[config.mk]
export PLATFORM = sky130hd
export DESIGN_NAME = encoder_pri_rr_flat
export DESIGN_NICKNAME = d
export VERILOG_FILES = /design/src/rtl/encoder_pkg.sv /design/src/rtl/encoder_pri_rr_if.sv /design/src/rtl/encoder_pri_find.sv /design/src/rtl/encoder_pri_rr.sv /design/src/flat_wrapper.sv
export SDC_FILE = /design/constraint.sdc
export NUM_CORES = 1
export LEC_CHECK = 0
export CAP_MARGIN = 20
export CORE_MARGIN = 2
export CORE_UTILIZATION = 37
export DETAILED_ROUTE_END_ITERATION = 7
export PLACE_DENSITY = 0.83
export SETUP_SLACK_MARGIN = 0.3
export SKIP_CTS_REPAIR_TIMING = 1
export SYNTH_ARGS = -nofsm -noshare
export SYNTH_HDL_FRONTEND = slang
export SYNTH_SLANG_ARGS = --single-unit
[constraint.sdc]
create_clock -name clk -period 1.34 [get_ports clk]
set_input_delay 0.268 -clock clk [delete_from_list [all_inputs] [get_ports clk]]
set_output_delay 0.268 -clock clk [all_outputs]
set_load 0.02 [all_outputs]
[src/rtl/encoder_pkg.sv]
// Shared constants and helpers for the priority / round-robin encoder family.
package encoder_pkg;

  localparam logic ENC_FIXED = 1'b0;
  localparam logic ENC_RR    = 1'b1;
  localparam int   ENC_MAX_N = 64;

  // Index of the set bit of a one-hot vector (zero-extended to ENC_MAX_N).
  function automatic int onehot_to_idx(input logic [ENC_MAX_N-1:0] onehot);
    int idx;
    idx = 0;
    for (int i = 0; i < ENC_MAX_N; i++) begin
      if (onehot[i]) idx = i;
    end
    return idx;
  endfunction

endpackage

[src/rtl/encoder_pri_rr_if.sv]
// Request/result handshake bundle for encoder_pri_rr; slave = encoder side.
interface encoder_pri_rr_if #(
  parameter int N = 8
) ();
  localparam int W = $clog2(N);

  logic         in_valid;
  logic         in_ready;
  logic [N-1:0] in_req;
  logic         out_valid;
  logic         out_ready;
  logic [W-1:0] out_idx;
  logic [N-1:0] out_onehot;
  logic         out_none;
  logic         out_multi;

  modport slave (
    input  in_valid, in_req, out_ready,
    output in_ready, out_valid, out_idx, out_onehot, out_none, out_multi
  );

  modport master (
    output in_valid, in_req, out_ready,
    input  in_ready, out_valid, out_idx, out_onehot, out_none, out_multi
  );
endinterface

[src/rtl/encoder_pri_find.sv]
// Combinational lowest-set-bit finder: index, one-hot grant and any-bit-set flag.
module encoder_pri_find #(
  parameter int N = 8,
  parameter int W = $clog2(N)
) (
  input  logic [N-1:0] req,
  output logic [W-1:0] idx,
  output logic [N-1:0] onehot,
  output logic         found
);

  always_comb begin
    onehot = '0;
    idx    = '0;
    found  = 1'b0;
    for (int i = 0; i < N; i++) begin
      if (req[i] && !found) begin
        onehot[i] = 1'b1;
        idx       = W'(i);
        found     = 1'b1;
      end
    end
  end

endmodule

[src/rtl/encoder_pri_rr.sv]
// Registered N-to-log2(N) encoder with fixed or round-robin priority and
// valid/ready handshakes; one result register, latency 1, throughput 1/cycle.
module encoder_pri_rr
  import encoder_pkg::*;
#(
  parameter int   N         = 8,
  parameter logic RR        = ENC_FIXED,
  parameter logic MSB_FIRST = 1'b0
) (
  input  logic              clk,
  input  logic              rst,
  encoder_pri_rr_if.slave   bus
);

  localparam int W = $clog2(N);

  logic         out_valid_reg;
  logic [W-1:0] out_idx_reg;
  logic [N-1:0] out_onehot_reg;
  logic         out_none_reg;
  logic         out_multi_reg;

  logic [N-1:0] find_req;
  logic [N-1:0] f_onehot;
  logic [W-1:0] f_idx;
  logic         f_found;
  logic [W-1:0] sel_idx;
  logic [N-1:0] sel_onehot;
  logic         req_multi;
  logic         accept;

  assign bus.in_ready = !out_valid_reg || bus.out_ready;
  assign accept       = bus.in_valid && (!out_valid_reg || bus.out_ready);

  encoder_pri_find #(.N(N), .W(W)) u_find (
    .req    (find_req),
    .idx    (f_idx),
    .onehot (f_onehot),
    .found  (f_found)
  );

  // Any bit left after removing the winner means more than one was set.
  assign req_multi = |(find_req & ~f_onehot);

  generate
    if (RR == ENC_RR) begin : g_rr
      logic [W-1:0] ptr_reg;

      // Rotate so that bit ptr lands on the finder's highest-priority position.
      always_comb begin
        find_req = '0;
        for (int p = 0; p < N; p++) begin
          if (ptr_reg == W'(p)) begin
            for (int j = 0; j < N; j++) find_req[j] = bus.in_req[(j + p) % N];
          end
        end
      end

      always_comb begin
        sel_onehot = '0;
        sel_idx    = '0;
        for (int p = 0; p < N; p++) begin
          if (ptr_reg == W'(p)) begin
            for (int j = 0; j < N; j++) begin
              sel_onehot[(j + p) % N] = f_onehot[j];
              if (f_idx == W'(j)) sel_idx = W'((j + p) % N);
            end
          end
        end
      end

      always_ff @(posedge clk) begin
        if (rst) begin
          ptr_reg <= '0;
        end else if (accept && f_found) begin
          ptr_reg <= (sel_idx == W'(N - 1)) ? '0 : sel_idx + W'(1);
        end
      end
    end else if (MSB_FIRST) begin : g_msb
      always_comb begin
        find_req = '0;
        for (int i = 0; i < N; i++) find_req[i] = bus.in_req[N - 1 - i];
      end

      always_comb begin
        sel_onehot = '0;
        sel_idx    = '0;
        for (int j = 0; j < N; j++) begin
          sel_onehot[N - 1 - j] = f_onehot[j];
          if (f_idx == W'(j)) sel_idx = W'(N - 1 - j);
        end
      end
    end else begin : g_lsb
      assign find_req   = bus.in_req;
      assign sel_onehot = f_onehot;
      assign sel_idx    = f_idx;
    end
  endgenerate

  always_ff @(posedge clk) begin
    if (rst) begin
      out_valid_reg  <= 1'b0;
      out_idx_reg    <= '0;
      out_onehot_reg <= '0;
      out_none_reg   <= 1'b0;
      out_multi_reg  <= 1'b0;
    end else if (accept) begin
      out_valid_reg  <= 1'b1;
      out_idx_reg    <= f_found ? sel_idx : '0;
      out_onehot_reg <= sel_onehot;
      out_none_reg   <= !f_found;
      out_multi_reg  <= req_multi;
    end else if (bus.out_ready) begin
      out_valid_reg  <= 1'b0;
    end
  end

  assign bus.out_valid  = out_valid_reg;
  assign bus.out_idx    = out_idx_reg;
  assign bus.out_onehot = out_onehot_reg;
  assign bus.out_none   = out_none_reg;
  assign bus.out_multi  = out_multi_reg;

endmodule

[src/flat_wrapper.sv]
// flat-port wrapper written by rule: the top's interface ports become plain ports
module encoder_pri_rr_flat import encoder_pkg::*;
#(
  parameter int   N         = 8,
  parameter logic RR        = ENC_FIXED,
  parameter logic MSB_FIRST = 1'b0
)
  (clk, rst, bus_in_valid, bus_in_req, bus_out_ready, bus_in_ready, bus_out_valid, bus_out_idx, bus_out_onehot, bus_out_none, bus_out_multi);
  encoder_pri_rr_if #(.N(N)) bus_i ();
  input  logic clk;
  input  logic rst;
  input wire logic [$bits(bus_i.in_valid)-1:0] bus_in_valid;
  input wire logic [$bits(bus_i.in_req)-1:0] bus_in_req;
  input wire logic [$bits(bus_i.out_ready)-1:0] bus_out_ready;
  output wire logic [$bits(bus_i.in_ready)-1:0] bus_in_ready;
  output wire logic [$bits(bus_i.out_valid)-1:0] bus_out_valid;
  output wire logic [$bits(bus_i.out_idx)-1:0] bus_out_idx;
  output wire logic [$bits(bus_i.out_onehot)-1:0] bus_out_onehot;
  output wire logic [$bits(bus_i.out_none)-1:0] bus_out_none;
  output wire logic [$bits(bus_i.out_multi)-1:0] bus_out_multi;
  assign bus_i.in_valid = bus_in_valid;
  assign bus_i.in_req = bus_in_req;
  assign bus_i.out_ready = bus_out_ready;
  assign bus_in_ready = bus_i.in_ready;
  assign bus_out_valid = bus_i.out_valid;
  assign bus_out_idx = bus_i.out_idx;
  assign bus_out_onehot = bus_i.out_onehot;
  assign bus_out_none = bus_i.out_none;
  assign bus_out_multi = bus_i.out_multi;
  encoder_pri_rr #(.N(N), .RR(RR), .MSB_FIRST(MSB_FIRST)) u_core (.clk(clk), .rst(rst), .bus(bus_i));
endmodule
### After elaboration in Yosys (flattened, before gate mapping)

Index checks and enable logic that the tools add are counted.

* word-level logic and storage cells: 52
* register bits after elaboration: 14
* RAM bits: 0
* memories: 0
* output and inout port bits: 15
* bits in latches: 0
* input port bits: 12
* memory bits (read-only): 0

* add/subtract/negate cells: 0
* eq/ne operators: 0
* divide/modulo/power cells: 0
* $mul: 0
* bitwise gates (word level): 2
* mux-type cells: 25
* shift-type cells: 0
* reduce and logical (&&, ||, !) cells: 20
* magnitude comparators: 0

Operators by type and width (number)
* 3-bit 2-to-1 mux: 7
* 1-bit 2-to-1 mux: 18
* 1-bit zero test: 9
* 8-bit bitwise AND: 1
* 1-bit logical AND: 8
* 8-bit NOT: 1
* 8-bit OR reduction: 1
* 2-bit nonzero test: 1
* 1-bit logical OR: 1

### Logic depth before layout (Yosys ltp)

* depth in word-level cells: 25
* depth in mapped cells: 5
* mapped depth without buffers: 4

### By module

From an unflattened synthesis, not the netlist that was laid out.

* cells, all modules: 93
* area, all modules: 772.0 µm²

Modules (own cells, without submodules)
* encoder_pri_rr: instances 1, area an instance 621.8 µm², cells an instance 71
* encoder_pri_find: instances 1, area an instance 150.1 µm², cells an instance 22

### Least setup slack after synthesis

OpenSTA, ideal clock, no wires.

* path kind: register to register
* start point: register u_core.out_valid_reg (netlist: u_core.bus.out_valid)
* end point: register u_core.out_onehot_reg[2] (netlist: u_core.bus.out_onehot[2])
* slack: -0.148 ns
* path buffers: 1
* data required time: 1.270 ns
* arrival time: 1.417 ns
* setup time: 0.070 ns
* cell stages (with the launch flop): 6
* cell sequence: dfxtp_1 -> nand2b_1 -> and2_0 -> clkbuf_1 -> nand3_1 -> a21oi_1

* cells in the longest elaborated chain, start to end: 3

RTL lines
* start, declared: RTL line encoder_pri_rr.sv:17 `logic out_valid_reg;`
* start signal, assigned: RTL line encoder_pri_rr.sv:102 `out_valid_reg <= 1'b0;`
* start signal, assigned: RTL line encoder_pri_rr.sv:108 `out_valid_reg <= 1'b1;`
* start signal, assigned: RTL line encoder_pri_rr.sv:114 `out_valid_reg <= 1'b0;`
* 1-bit zero test
* 1-bit logical OR
* net bus_in_ready: RTL line flat_wrapper.sv:15 `output wire logic [$bits(bus_i.in_ready)-1:0] bus_in_ready;`
* 1-bit logical AND: RTL line encoder_pri_rr.sv:33 `assign accept = bus.in_valid && (!out_valid_reg || bus.out_ready);`
* end signal, assigned: RTL line encoder_pri_rr.sv:110 `out_onehot_reg <= sel_onehot;`
* end, declared: RTL line encoder_pri_rr.sv:19 `logic [N-1:0] out_onehot_reg;`

The timed path passes the listed nets, and every way through them passes these cells.
A chain may end at the register's enable or synchronous reset.

### Worst setup path in the final report

* start point: input port bus_in_req[1]
* end point: register u_core.out_multi_reg (netlist: u_core.bus.out_multi)

* cells in the longest elaborated chain, start to end: 23
* elaborated cells on any way between the ends: 29
* classes of those cells: mux (13); bitwise (2); reduce/logical (14)

RTL lines
* start, declared: RTL line flat_wrapper.sv:13 `input wire logic [$bits(bus_i.in_req)-1:0] bus_in_req;`
* 1-bit logical AND: RTL line encoder_pri_find.sv:17 `if (req[i] && !found) begin`
* 1-bit 2-to-1 mux: RTL line encoder_pri_find.sv:17
* 1-bit zero test: RTL line encoder_pri_find.sv:17
* 1-bit logical AND: RTL line encoder_pri_find.sv:17
* 1-bit 2-to-1 mux: RTL line encoder_pri_find.sv:17
* 1-bit zero test: RTL line encoder_pri_find.sv:17
* 1-bit logical AND: RTL line encoder_pri_find.sv:17
* 1-bit 2-to-1 mux: RTL line encoder_pri_find.sv:17
* (+7 left out)
* 1-bit logical AND: RTL line encoder_pri_find.sv:17
* 1-bit 2-to-1 mux: RTL line encoder_pri_find.sv:17
* 1-bit zero test: RTL line encoder_pri_find.sv:17
* 1-bit logical AND: RTL line encoder_pri_find.sv:17
* 1-bit 2-to-1 mux: RTL line encoder_pri_find.sv:17
* 8-bit NOT: RTL line encoder_pri_rr.sv:43 `assign req_multi = |(find_req & ~f_onehot);`
* 8-bit bitwise AND (*): RTL line encoder_pri_rr.sv:43
* 8-bit OR reduction (*): RTL line encoder_pri_rr.sv:43
* end signal, assigned: RTL line encoder_pri_rr.sv:112 `out_multi_reg <= req_multi;`
* end, declared: RTL line encoder_pri_rr.sv:21 `logic out_multi_reg;`

Every way passes the cells marked *; elsewhere a longest branch is shown, timed or not.

==> impl_metrics.tcl <==
set metrics [dict create \
    setup_ws_ns -0.0108 \
    violations "setup timing" \
    ir_drop_uv 598 \
    drt-pass1-iter-count 4 \
    critical_path.top_delay_family "simple AND/OR/NAND/NOR gates" \
    clockBufferDepth 2 \
    async_flop_share_pct 0 \
    syn_nets 90 \
    crit_buf_inv 1 \
    worst_skew_pair.late_latency_ns 0.29 \
    worstPathCellList "buf_6, or3_4, or3_4, a211oi_4, o41ai_2" \
    start_util_pct 38.6 \
    cp.depth 5 \
    fin_crit_sh_pct 101 \
    setup_viol 1 \
    hpwl_um 1460 \
    cp.required_ns 1.52 \
    leakagePower_nw 0.530 \
    grt_pass1_vias 732 \
    ys_ff_latch 14 \
    overflow 0 \
    cts_tree "built" \
    antenna_found_initial 0 \
    max_freq_mhz 740 \
    coreArea_um2 1710 \
    p_per_area_nw_per_um2 789 \
    max_stage_delay_ns 0.41 \
    antenna_left 0 \
    syn_area_um2 659 \
    clk_pin_slew_ns 0.09 \
    status "finished with violations" \
    dpl.cell_count 141 \
    yosysSeqAreaShare_pct 42.5 \
    worstSetupPathType "in2reg" \
    r2r_slack_ns 0.14 \
    grt_max_degree 15 \
    syn_area_per_cell_um2 8.45 \
    setup-tns-final_ns -0.0108 \
    grtUsageMet3_pct 3.92 \
    num_vias 869 \
    yosys_warnings 0 \
    num_rows 15 \
    globalplace.congestion 0.855 \
    tightest_slew_ns 0.401 \
    reg2reg_to "u_core.bus.out_idx[2]$_SDFFE_PP0P_" \
    drc 0 \
    num_io_pins 27 \
    area_growth_syn_to_layout_pct 102 \
    cts_made_buffers 3 \
    r2r_start "u_core.bus.out_valid$_SDFFE_PP0P_" \
    cp-start-kind "input port" \
    crit_path_frequent_cell "or3_4" \
    n_antenna_cell 0 \
    die_h_um 46.2 \
    routed_via_density 5.72 \
    wl_um 2650 \
    skew_ns 0.00236 \
    hold_violations 0 \
    cts_root_buf "clkbuf_4" \
    final_max_slew_viol_count 0 \
    cp_max_fo 3 \
    use_met1_pct 23.8 \
    synth-main-ff-cell "dfxtp_1" \
    finalNonFillerCells 152 \
    port_buffers 26 \
    met2_usage_pct 32.8 \
    maxCapViolCount 0 \
    synth_top_area_share_pct 42.5 \
    grt-busiest-layer "met2" \
    wl_per_cell_um 17.4 \
    startpoint "bus_in_req[1]" \
    hold_path_class "in2reg" \
    crit_slowest_cell "or3_4" \
    largest_reg_flops 8 \
    synth_area_leader_cell "dfxtp_1" \
    htreeDepth 1 \
    r2r_cells 5 \
    slew_headroom_pct 72.6 \
    synth_edf_count 0 \
    fin_crit_ns 1.35 \
    final_nets 140 \
    mostFrequentLayoutCells "buf_6 (20), buf_4 (17), dfxtp_2 (12), nand2_1 (9), a21oi_2 (8)" \
    die_area_um2 2140 \
    drt_iter0_markers 25 \
    grt_setup_unrepaired "yes" \
    clock_sinks 14 \
    syn_inst 78 \
    final_common_cell "buf_6" \
    grt_usage_pct 20.2 \
    yosys.cell_types.count 27 \
    timing.critical_path.to "u_core.bus.out_multi$_SDFFE_PP0P_" \
    chipWidth_um 46.2 \
    drive_gt1_share_pct 70.9 \
    arrival_ns 1.53 \
    cp-end-kind "flip-flop" \
    pre_cts_ws_ns -0.534 \
    grt_first_pass_wirelength_um 2990 \
    yosys-top-cells-area "dfxtp_1 (43%), a21oi_1 (8.3%), nand2_1 (6.8%)" \
]
## cell type report
cell class / instances / area [um^2]
Inverter: 1 / 3.75
Tap cell: 25 / 31.3
Fill cell: 117 / 378
Clock buffer: 4 / 36.3
Timing Repair Buffer: 47 / 445
Multi-Input combinational cell: 61 / 514
Sequential cell: 14 / 299
## synth_stat cells (2+ instances only)
master	count
nand2b_1	2
a2111oi_0	2
a211oi_1	2
o21ai_0	2
dfxtp_1	14
nand3_1	7
nor2_1	5
nor2b_1	2
nand2_1	12
clkbuf_1	3
a21oi_1	11
## metrics by stage
step | power [mW] | utilization [%] | hold WS (ns) | cell area (um^2)
floorplan | 0.538 | - | 0.336 | 699
global placement | 0.661 | 63.3 | 0.443 | 1080
detailed placement | 0.667 | 63.3 | 0.445 | 1080
CTS | 0.972 | 65.4 | 0.460 | 1120
global route | 1.08 | 77.9 | 0.342 | 1330
finish | 1.05 | 77.9 | 0.345 | 1330
## power by group
group / switching [mW] / internal (mW) / total (mW) / leakage, nW
clock: 0.157 / 0.166 / 0.323 / 0.0210
combinational: 0.143 / 0.139 / 0.282 / 0.388
sequential: 0.0117 / 0.433 / 0.444 / 0.120
## cells by family (layout without fill, tap and decap cells)
kind of cell	Yosys count	after routing	synth area share, %
and+or+nand+nor	36	37	29.8
DFF	14	14	42.5
buffers and inverters	4	52	2.28
AOI/OAI and AO/OA	24	24	25.4
## worst reg2reg max path, cell delays in order (launching register included)
cell      delay [ns]
dfxtp_4         0.37
nand2b_4        0.07
buf_6           0.12
nand2_4         0.07
a2111o_1        0.40
a21oi_2         0.12
## metal layers
metal / wire length [um] / part of all wire [%] / vias to the layer above
met4: 170 / 6.4 / 0
met3: 187 / 7.1 / 23
met1: 970 / 37 / 396
met2: 1320 / 50 / 59
li1: - / - / 391
met5: 0 / 0 / -
## worst min-delay path by stage
stage / startpoint / cells after the start / end
global route: bus_in_valid / 3 / u_core.bus.out_valid$_SDFFE_PP0P_
finish: bus_in_valid / 3 / u_core.bus.out_valid$_SDFFE_PP0P_
CTS: u_core.bus.out_onehot[6]$_SDFFE_PP0P_ / 2 / u_core.bus.out_onehot[6]$_SDFFE_PP0P_
detailed placement: u_core.bus.out_idx[2]$_SDFFE_PP0P_ / 2 / u_core.bus.out_idx[2]$_SDFFE_PP0P_
global placement: u_core.bus.out_onehot[1]$_SDFFE_PP0P_ / 2 / u_core.bus.out_onehot[1]$_SDFFE_PP0P_
floorplan: rst / 1 / u_core.bus.out_idx[1]$_SDFFE_PP0P_
No activity file was read; power rests on OpenSTA's default activity.
==> edit 1, RTL diff (same flow settings) <==
`MSB_FIRST` is set to 1'b0 in 2 places; all go to 1'b1.
--- a/src/rtl/encoder_pri_rr.sv
+++ b/src/rtl/encoder_pri_rr.sv
@@ -5,7 +5,7 @@
 #(
   parameter int   N         = 8,
   parameter logic RR        = ENC_FIXED,
-  parameter logic MSB_FIRST = 1'b0
+  parameter logic MSB_FIRST = 1'b1
 ) (
   input  logic              clk,
   input  logic              rst,
--- a/src/flat_wrapper.sv
+++ b/src/flat_wrapper.sv
@@ -3,7 +3,7 @@
 #(
   parameter int   N         = 8,
   parameter logic RR        = ENC_FIXED,
-  parameter logic MSB_FIRST = 1'b0
+  parameter logic MSB_FIRST = 1'b1
 )
   (clk, rst, bus_in_valid, bus_in_req, bus_out_ready, bus_in_ready, bus_out_valid, bus_out_idx, bus_out_onehot, bus_out_none, bus_out_multi);
   encoder_pri_rr_if #(.N(N)) bus_i ();
Formal check against the unedited RTL: not equivalent (a bounded check fails within 4 cycles, from zero or initial values and one cycle with rst high).
==> edit 1 against the original RTL <==
Setup slack better by 0.069 ns; combinational power fell by 14%; synthesized cell count shrank 1.3%; cell area is 15% lower; area after synthesis fell by 4.9%; final cell count is 13% lower; non-clock buffer count shrank 10; sequential cell count is the same; register-to-register slack improved by 0.09 ns; total power decreased by 3.6%; count of clock-buffer cells in the layout unchanged; wire length down 23%; sequential share of layout area increased by 3.8 points.
==> edit 1: results (changes against the original RTL) <==
| Metric | Value |
|---|---|
| Worst-case headroom to the max-slew limit | 78.1% (was 72.6%) |
| Max VDD drop | 0.000573 V (was 0.000598 V) |
| Share of synthesized area occupied by flip-flops and latches | 44.7% (was 42.5%) |
| Worst endpoint data arrival time | 1.51 ns (was 1.53 ns) |
| Detailed Route Iter0 Violations | 26 (was 25) |
| Total GRT Usage | 19.4% (was 20.2%) |
| Outcome | complete, no violations (was finished, violations left) |
| Synth cell count leaders | 15 x a21oi_1, 14 x dfxtp_1, 14 x nand2_1, 7 x nand3_1 (was 14 x dfxtp_1, 12 x nand2_1, 11 x a21oi_1, 7 x nand3_1, 5 x nor2_1) |
| Cell with the largest stage delay on the worst path | or4_4 (was or3_4) |
| Leakage component of the power | 0.487 nW (was 0.530 nW) |
| Synthesized netlist net count | 89 (was 90) |
| Crit path launch | bus_in_req[6] (was bus_in_req[1]) |
| Layout cell share with drive strength beyond 1 | 58.6% (was 70.9%) |
| Cell depth of the worst min-delay path | 4 (was 3) |
| Global-route wire length before repair | 2.77 mm (was 2.99 mm) |
| Distinct cell type count of the synthesized netlist | 21 (was 27) |
| Layout Skew | 0.00309 ns (was 0.00236 ns) |
| Slowest Stage Delay on Critical Path | 0.58 ns (was 0.41 ns) |
| Wire length after detailed routing | 2.03 mm (was 2.65 mm) |
| Top post-synthesis cells by area | dfxtp_1 45%, a21oi_1 12%, nand2_1 8.4%, nand3_1 5.6%, a211o_2 3.2% (was dfxtp_1 43%, a21oi_1 8.3%, nand2_1 6.8%, nand3_1 5.3%, nor2_1 2.8%) |
| Number of I/O port buffers | 26 (unchanged) |
| Warnings, synthesis | 0 (unchanged) |
| Maximum number of pins on one net before global-route repair | 12 (was 15) |
| Non-filler instance count after layout | 132 (was 152) |
| Flip-flop count of the largest register after layout | 8 (unchanged) |
| Half-perimeter wire length of the detailed placement result | 1.29 mm (was 1.46 mm) |
| Placer Congestion | 0.845 (was 0.855) |
| Largest fanout of any net on the critical path | 5 (was 3) |
| Vias | 731 (was 869) |
| Syn Area/Cell | 8.14 um^2 (was 8.45 um^2) |
| Startpoint of the worst hold path | bus_in_req[5] (was bus_in_valid) |
## edit 1: stage by stage
stage	hold slack [ns]	worst slack, ns	area, um^2	total power [W]	setup TNS [ns]
after global routing	0.400	-0.0215	1130	0.00104	-0.0215
final	0.375	0.0578	1130	0.00101	0
after detailed placement	0.446	-0.527	981	0.000659	-4.88
after global placement	0.440	-0.443	981	0.000653	-4.54
after floorplan	0.337	0.0339	643	0.000538	0
after CTS	0.454	-0.363	1020	0.000972	-3.83
## edit 1: report_power, final
part           leakage (nW)  internal (W)  total (W)  switching, W
Combinational         0.347      0.000122   0.000243      0.000121
Clock                0.0210      0.000166   0.000320      0.000154
Sequential            0.119      0.000435   0.000448     0.0000131
Total                 0.487      0.000723    0.00101      0.000288
## edit 1: final timing paths
path / to / slack (ns)
worst max register to register: u_core.bus.out_onehot[0]$_SDFFE_PP0P_ / 0.23
worst min-delay path: u_core.bus.out_onehot[5]$_SDFFE_PP0P_ / 0.37
worst min register to register: u_core.bus.out_onehot[4]$_SDFFE_PP0P_ / 0.46
worst max-delay path: u_core.bus.out_onehot[0]$_SDFFE_PP0P_ / 0.06
## edit 1: cell families after synthesis
logic type	count (synthesis)	share of synthesized area, %
simple gates	35	29.5
compound gates	23	22.2
flops	14	44.7
buf+inv	5	3.59
## edit 1: cell type report
| class | count | area (um^2) |
|---|---|---|
| inverters | 2 | 7.51 |
| fillers | 118 | 408 |
| multi-input cells | 59 | 423 |
| repair buffers | 37 | 349 |
| clock buffers | 4 | 36.3 |
| well taps | 16 | 20.0 |
| flip-flops and latches | 14 | 298 |
## edit 1: routing by layer
metal  GRT usage (%)  wire length [um]  up-vias
li1                -                 -      356
met2            29.7               989       33
met5               0                 0        -
met4            15.9                79        0
met1            23.8               831      336
met3            2.80               130        6
## edit 1: critical path, delay by kind of cell
| family | cells | cell delay [ns] |
|---|---|---|
| AO/OA/AOI/OAI | 1 | 0.17 |
| AND/OR/NAND/NOR | 3 | 0.97 |
| buffers and inverters | 1 | 0.09 |
==> edit 2, RTL diff (same flow settings) <==
Without the edit above. Reset style: asynchronous (`rst`), changed in 2 clocked blocks.
--- a/src/rtl/encoder_pri_rr.sv
+++ b/src/rtl/encoder_pri_rr.sv
@@ -69,7 +69,7 @@
         end
       end
 
-      always_ff @(posedge clk) begin
+      always_ff @(posedge clk or posedge rst) begin
         if (rst) begin
           ptr_reg <= '0;
         end else if (accept && f_found) begin
@@ -97,7 +97,7 @@
     end
   endgenerate
 
-  always_ff @(posedge clk) begin
+  always_ff @(posedge clk or posedge rst) begin
     if (rst) begin
       out_valid_reg  <= 1'b0;
       out_idx_reg    <= '0;
Function: differs if rst is asserted again (counterexample within 4 cycles, from zero or initial values and one cycle with rst high); with rst held inactive, the same outputs for 10 cycles.
==> edit 2 against the original RTL <==
The run still ends with negative setup slack left; largest power group unchanged; combinational power rose by 17%; cell area is 2.1% lower; sequential cell count stayed put; die area up 4.7%; area after synthesis rose by 5.1%; non-clock buffer count up 3; wire length fell by 19%; total power is 1.2% higher; via count shrank 13%; critical path type unchanged; setup slack lost 0.039 ns; first-iteration DRC count is 44% lower.
==> edit 2: results (changes against the original RTL) <==
| Metric | Value |
|---|---|
| Setup slack after placement | -0.558 ns (was -0.534 ns) |
| Cell with the largest stage delay on the worst path | or4_4 (was or3_4) |
| Share of synthesized area occupied by flip-flops and latches | 50.5% (was 42.5%) |
| Largest fanout of any net on the critical path | 2 (was 3) |
| Detailed Route Iter0 Violations | 14 (was 25) |
| Multiplexer area fraction after synthesis | 3.25% (was 0%) |
| Outcome | finished, violations left (unchanged) |
| Layout Skew | 0.0115 ns (was 0.00236 ns) |
| Gate Count Post-Synth | 70 (was 78) |
| Hold Crit Class | in -> async (was in -> reg) |
| Max VDD drop | 0.000706 V (was 0.000598 V) |
| Proportion of register bits with asynchronous set or reset after synthesis | 100% (was 0%) |
| Placer Congestion | 0.841 (was 0.855) |
| Final setup viols | 1 (unchanged) |
| Global-route wire length before repair | 2.86 mm (was 2.99 mm) |
| Number of global-route vias before repair | 663 (was 732) |
| Final #Nets | 134 (was 140) |
| Violations in the final reports | negative setup slack (unchanged) |
| Synth cell count leaders | 14 x dfrtp_1, 12 x nand2_1, 5 x nor4_1, 4 x o21ai_1 (was 14 x dfxtp_1, 12 x nand2_1, 11 x a21oi_1, 7 x nand3_1, 5 x nor2_1) |
| Post-placement cell area | 0.00113 mm^2 (was 0.00108 mm^2) |
| Compound-cell area share of the yosys netlist | 19.0% (was 25.4%) |
| Distinct cell type count of the synthesized netlist | 25 (was 27) |
| Final setup slack of the worst path | -0.0496 ns (was -0.0108 ns) |
| Worst-case headroom to the max-slew limit | 73.3% (was 72.6%) |
| Synthesized-area fraction occupied by adder cells | 1.44% (was 0%) |
| Wire length after detailed routing | 2.13 mm (was 2.65 mm) |
edit 2: cell count changes after synthesis, moves of 4 or more:
cell and delta:
a21oi_1 -9, dfrtp_1 +14, dfxtp_1 -14, nand3_1 -6, nor4_1 +5, o21ai_1 +4
edit 2: critical path, delay by kind of cell:
family / cells / cell delay (ns)
AND/OR/NAND/NOR: 2 / 0.64
AO/OA/AOI/OAI: 2 / 0.56
buffers and inverters: 1 / 0.09
edit 2: report_power, final:
part,internal (W),total (W),switching (W)
sequential,0.000450,0.000472,0.0000218
clock,0.000116,0.000258,0.000142
combinational,0.000174,0.000331,0.000158
total,0.000739,0.00106,0.000322
edit 2: cell families after synthesis:
group,after synthesis
flip-flops,14
buffers and inverters,7
AO/OA/AOI/OAI,17
adder cells (fa/ha/maj),1
multiplexers,2
AND/OR/NAND/NOR,29
edit 2: path summary, 6_finish.rpt:
| kind | cells past startpoint | slack (ns) | from | endpoint |
|---|---|---|---|---|
| hold reg to reg | 2 | 0.51 | u_core.bus.out_idx[1]$_DFFE_PP0P_ | u_core.bus.out_idx[1]$_DFFE_PP0P_ |
| hold / removal | 3 | 0.27 | rst | u_core.bus.out_onehot[5]$_DFFE_PP0P_ |
| setup reg to reg | 5 | 0.10 | u_core.bus.out_valid$_DFFE_PP0P_ | u_core.bus.out_multi$_DFFE_PP0P_ |
| max in group asynchronous | 3 | 0.88 | rst | u_core.bus.out_valid$_DFFE_PP0P_ |
| min in group clk | 2 | 0.36 | bus_in_req[6] | u_core.bus.out_none$_DFFE_PP0P_ |
| setup / recovery | 5 | -0.05 | bus_in_req[0] | u_core.bus.out_multi$_DFFE_PP0P_ |
edit 2: area by class of cell:
cell class              instances  area, um^2
inverters                       3        11.3
repair buffers                 50         494
clock buffers                   4        26.3
fillers                       134         443
flip-flops and latches         14         352
multi-input cells              50         388
well taps                      25        31.3
edit 2: routing by layer:
metal | part of all wire, % | wire (um) | global-route usage, %
met2 | 53 | 1120 | 29.2
met4 | 2.5 | 53 | 13.3
met5 | 0 | 0 | 0
met3 | 3.6 | 77 | 2.69
met1 | 41 | 880 | 24.3
edit 2: stage by stage:
| step | setup TNS, ns | utilization, % |
|---|---|---|
| global route | -0.0928 | 74.6 |
| finish | -0.0496 | 74.6 |
| detailed placement | -4.40 | 64.8 |
| CTS | -3.75 | 66.3 |
| floorplan | -0.132 | - |
| global placement | -4.08 | 64.8 |
